### config.mk
export PLATFORM = sky130hd
export DESIGN_NAME = spwm_gate_gen
export DESIGN_NICKNAME = d
export VERILOG_FILES = /design/src/rtl/spwm_pkg.sv /design/src/rtl/spwm_carrier.sv /design/src/rtl/spwm_gate_gen.sv
export SDC_FILE = /design/constraint.sdc
export NUM_CORES = 1
export LEC_CHECK = 0
export BUFFER_PORTS_ARGS = -buffer_cell sky130_fd_sc_hd__buf_2
export CAP_MARGIN = 20
export CORE_MARGIN = 8
export CORE_UTILIZATION = 57
export DETAILED_ROUTE_END_ITERATION = 8
export PLACE_DENSITY = 0.75
export RECOVER_POWER = 25
export SYNTH_ARGS = -nofsm -noshare
export SYNTH_HDL_FRONTEND = slang
export SYNTH_SLANG_ARGS = --single-unit
### constraint.sdc
create_clock -name clk_in -period 2.25 [get_ports clk_in]
set_input_delay 0.225 -clock clk_in [delete_from_list [all_inputs] [get_ports clk_in]]
set_output_delay 0.225 -clock clk_in [all_outputs]
set_load 0.01 [all_outputs]
### src/rtl/spwm_pkg.sv
// Shared constants for the sinusoidal-PWM gate generator: default width,
// one-hot dead-time FSM encoding and dead-time bounds.
package spwm_pkg;

  localparam int WIDTH_DEF = 12;
  localparam int DEAD_MIN  = 1;
  localparam int DEAD_MAX  = 255;

  typedef enum logic [2:0] {
    ST_DEAD = 3'b001,
    ST_HI   = 3'b010,
    ST_LO   = 3'b100
  } state_e;

  localparam int ST_HI_BIT = 1;
  localparam int ST_LO_BIT = 2;

  // Keeps an out-of-range DEAD_CYCLES from wrapping the 8-bit dead-time counter.
  function automatic int dead_clamp(input int d);
    return (d < DEAD_MIN) ? DEAD_MIN : ((d > DEAD_MAX) ? DEAD_MAX : d);
  endfunction

endpackage

### src/rtl/spwm_carrier.sv
// Symmetric up/down triangle carrier, 0..CARRIER_MAX..0 with a period of
// 2*CARRIER_MAX clocks; strobes at the valley.
module spwm_carrier
  import spwm_pkg::*;
#(
  parameter int WIDTH       = WIDTH_DEF,
  parameter int CARRIER_MAX = 1638
) (
  input  logic             clk_in,
  input  logic             rst_in,
  output logic [WIDTH-1:0] tri_q,
  output logic             sample_strobe
);

  localparam logic [WIDTH-1:0] TOP_M1 = WIDTH'(CARRIER_MAX - 1);

  logic dir_dn;

  always_ff @(posedge clk_in or posedge rst_in) begin
    if (rst_in) begin
      tri_q  <= '0;
      dir_dn <= 1'b0;
    end else if (!dir_dn) begin
      tri_q <= tri_q + WIDTH'(1);
      if (tri_q == TOP_M1) dir_dn <= 1'b1;
    end else begin
      tri_q <= tri_q - WIDTH'(1);
      if (tri_q == WIDTH'(1)) dir_dn <= 1'b0;
    end
  end

  assign sample_strobe = (tri_q == '0);

endmodule

### src/rtl/spwm_gate_gen.sv
// Inverter-leg gate generator: valley-sampled sine reference vs. triangle
// carrier, driving complementary gates through a dead-time FSM.
module spwm_gate_gen
  import spwm_pkg::*;
#(
  parameter int WIDTH       = WIDTH_DEF,
  parameter int CARRIER_MAX = 1638,
  parameter int DEAD_CYCLES = 8
) (
  input  logic             clk_in,
  input  logic             rst_in,
  input  logic [WIDTH-1:0] sine_ref,
  output logic             gate_hi,
  output logic             gate_lo,
  output logic [WIDTH-1:0] carrier,
  output logic             sample_strobe
);

  localparam logic [7:0] DT_LOAD = 8'(dead_clamp(DEAD_CYCLES) - 1);

  logic [WIDTH-1:0] tri_q;
  logic [WIDTH-1:0] ref_q;
  logic             pwm_raw;
  state_e           state;
  logic [7:0]       dt_cnt;

  spwm_carrier #(
    .WIDTH      (WIDTH),
    .CARRIER_MAX(CARRIER_MAX)
  ) u_carrier (
    .clk_in       (clk_in),
    .rst_in       (rst_in),
    .tri_q        (tri_q),
    .sample_strobe(sample_strobe)
  );

  // Regular sampling: the reference only moves at the carrier valley.
  always_ff @(posedge clk_in or posedge rst_in) begin
    if (rst_in)             ref_q <= '0;
    else if (sample_strobe) ref_q <= sine_ref;
  end

  assign pwm_raw = (ref_q > tri_q);

  // Exit from DEAD looks at pwm_raw only at expiry, so sub-dead-time pulses vanish.
  always_ff @(posedge clk_in or posedge rst_in) begin
    if (rst_in) begin
      state  <= ST_DEAD;
      dt_cnt <= DT_LOAD;
    end else begin
      case (state)
        ST_HI: if (!pwm_raw) begin
          state  <= ST_DEAD;
          dt_cnt <= DT_LOAD;
        end
        ST_LO: if (pwm_raw) begin
          state  <= ST_DEAD;
          dt_cnt <= DT_LOAD;
        end
        ST_DEAD: begin
          if (dt_cnt != 8'd0) dt_cnt <= dt_cnt - 8'd1;
          else                state  <= pwm_raw ? ST_HI : ST_LO;
        end
        default: begin
          state  <= ST_DEAD;
          dt_cnt <= DT_LOAD;
        end
      endcase
    end
  end

  // Single state-register bits: glitch-free and cleared directly by reset.
  assign gate_hi = state[ST_HI_BIT];
  assign gate_lo = state[ST_LO_BIT];
  assign carrier = tri_q;

endmodule

==> impl_metrics.csv <==
group,metric,value,unit
clock_tree,clk_latency,0.33,ns
timing,slew_headroom,0.4079,
critical_path,endpoint_kind,"flop",
timing,rsz0062_at_grt,"false",
timing,fin_crit,2.134,ns
drt,drt-met1-wl,2153,um
timing,timing.fmax,0.4686,GHz
global_route,grt_antenna_before_repair,0,
drt,vias_per_cell,5.779,
floorplanning,core_region_area,0.003390,mm^2
floorplanning,ios,29,
floorplanning,start_util,0.6043,
timing,finClkSkew,0.009742,ns
clock_tree,cts_sinks,36,
drt,first_pass_iters,4,
critical_path,critPathMaxFanout,9,
placement,dpl_cell_area,0.002306,mm^2
outcome,status,"complete, no violations",
critical_path,critPathLaunchType,"flop",
global_route,grt_pass1_wl,7700,um
global_route,track_usage,0.1604,
yosys,synth_seq_area_share,0.4423,
critical_path,required,2.47,ns
global_route,grt_max_degree,37,
clock_tree,path_clk_slew,0.11,ns
placement,gp_congestion,0.8707,
yosys,ys_types,38,
timing,worst_slew_pin_slew,0.8882,ns
placement,hpwl,3567,um
placement,io_buffer_count,28,
global_route,overflow,0,
drt,drt-initial-drc-count,59,
cells_and_area,diodes,0,
floorplanning,die_height,75.95,um
yosys,ys_warn_count,0,
job,cap_violations,0,
pwr,p_leak,1.101,nW
drt,top_layer_used,"met4",
drt,wire_per_inst,15.59,um
cells_and_area,ff_latch_area,907.1,um^2
drt,wl_met3,266,um
yosys,synth_cells,203,
yosys,synth_nets,234,
cells_and_area,syn2layout_area_growth,17.17,%
floorplanning,die_area,0.005768,mm^2
drt,met2_wirelength,2088,um
cells_and_area,drive_gt1_frac,0.2702,
clock_tree,ctsHtreeMaxLevel,2,
floorplanning,die-width,75.95,um
timing,finalHoldViolations,0,
timing,finalSetupTns,0,ns
yosys,ys.flop_type,"dfrtp_1",
cells_and_area,multi_input_area,0.001072,mm^2
yosys,post_synth.cell_area_avg,10.09,um^2
floorplanning,rows,21,
yosys,ys_seq_elements,36,
timing,slew_viol_final,0,
timing,fin_crit_sh,0.9484,
clock_tree,cts_tree,"done",
clock_tree,cts_inserted_buffers,5,
clock_tree,cts_max_path_buffers,2,
yosys,syn_area,0.002048,mm^2
yosys,synth-edff-count,0,
drt,vias,1699,
min_path,hold_class,"input port to flop",
timing,setup_viol,0,
clock_tree,root_buffer,"clkbuf_4",
drt,wirelength,4583,um
cells_and_area,design_area,0.002400,mm^2
cells_and_area,fillCellCount,264,
yosys,synthArstFlopShare,1.000,
global_route,grt_pass1_vias,1703,
critical_path,critPathKind,"flop to flop",
pwr,irDropWorstVdd,0.5601,mV
pwr,p_per_area,662.4,mW/mm^2
cells_and_area,fin_nets,278,
drt,drc,0,
critical_path,arrival,2.35,ns
drt,postRouteAntennaNets,0,
-- flip-flops by register name, indices dropped and copies added, names as in the netlist --
name / flops
u_carrier.dir_dn: 1
state: 3
u_carrier.tri_q: 12
ref_q: 12
dt_cnt: 8
-- through the flow --
step | power, W | hold WS, ns | util | setup WS (ns) | cells
2_1_floorplan | 0.001141 | 0.3754 | - | 0.1287 | 203
3_3_place_gp | 0.001216 | 0.3407 | 0.6803 | 0.1414 | 284
3_5_place_dp | 0.001254 | 0.3457 | 0.6803 | 0.03888 | 284
4_1_cts | 0.001571 | 0.1081 | 0.6980 | 0.02572 | 293
5_1_grt | 0.001692 | 0.09577 | 0.7080 | 0.01543 | 294
6_report | 0.001590 | 0.1185 | 0.7080 | 0.1161 | 294
-- cell type report --
| type | count | area share |
|---|---|---|
| clock buffer | 7 | 0.01877 |
| clock inverter | 1 | 0.002086 |
| inverter | 21 | 0.03285 |
| multi-input combinational | 142 | 0.4468 |
| sequential | 36 | 0.3780 |
| tap | 46 | 0.02398 |
| timing repair buffer | 41 | 0.09750 |
-- worst max-delay path, stage by stage (launching register included) --
cell,delay [ns]
dfrtp_1,0.47
inv_1,0.09
ha_1,0.30
nand4_1,0.12
nor3_2,0.07
or3_1,0.35
a31o_1,0.22
o21a_2,0.18
a32o_1,0.23
-- power breakdown --
part           switching, W  internal (W)  leakage [nW]
combinational      0.000215      0.000184         0.634
sequential         0.000118      0.000755         0.438
clock              0.000196      0.000122        0.0293
-- Yosys cell counts, drive strengths merged (5+ instances only) --
cell type,number,area [um^2]
mux2,12,135.1
a21oi,5,25.02
nand3,6,30.03
a31oi,10,62.56
nor3,8,40.04
dfrtp,32,800.8
xnor2,10,87.58
nand4,6,37.54
o21ai,7,35.03
inv,21,78.83
nor2,11,41.29
ha,17,212.7
nand2,12,45.04
-- per-layer routing --
metal  vias to the layer above  track usage
met5                         -            0
met4                         0      0.05294
met3                         8      0.04835
met2                        61       0.2639
met1                       818       0.1937
li1                        812            -
-- cell families after synthesis --
logic type / Yosys count / synth area share
and+or+nand+nor: 63 / 0.1631
DFF: 36 / 0.4423
AOI/OAI and AO/OA: 38 / 0.1234
muxes: 13 / 0.07086
buffers and inverters: 25 / 0.04948
adders and majority gates: 17 / 0.1038
xor gates and xnor gates: 11 / 0.04704
-- repair_timing --
| item | CTS | global route |
|---|---|---|
| setup buffers | 0 | 1 |
| hold endpoints to repair | 32 | 0 |
| gates resized for setup | 0 | 6 |
| hold buffers | 1 | 0 |
| setup endpoints to repair | 0 | 8 |
-- path summary, 6_finish.rpt --
kind	startpoint	to	slack, ns	cells past startpoint
worst max-delay path	u_carrier.tri_q[4]	dt_cnt[3]	0.12	8
worst min-delay path	sine_ref[1]	ref_q[1]	0.12	2
worst max register to register	u_carrier.tri_q[4]	dt_cnt[3]	0.12	8
worst min register to register	u_carrier.tri_q[8]	u_carrier.tri_q[8]	0.51	1
max in group asynchronous	rst_in	u_carrier.tri_q[1]	0.95	4
min in group asynchronous	rst_in	dt_cnt[5]	0.70	4
-- layout by cell type, fill, tap and decap left out, types with 4 or more instances in the layout --
master,count
inv_1,21
a31oi_1,10
nand4_1,6
nor3_1,7
a21oi_1,4
clkbuf_4,5
nand3_1,6
nand2_1,12
buf_2,28
nor2b_1,4
o21ai_0,7
xnor2_1,10
dfstp_2,4
buf_4,10
ha_1,16
nand2b_1,4
mux2_2,12
dfrtp_1,31
nor2_1,11
Power figures use the tool's default switching activity.
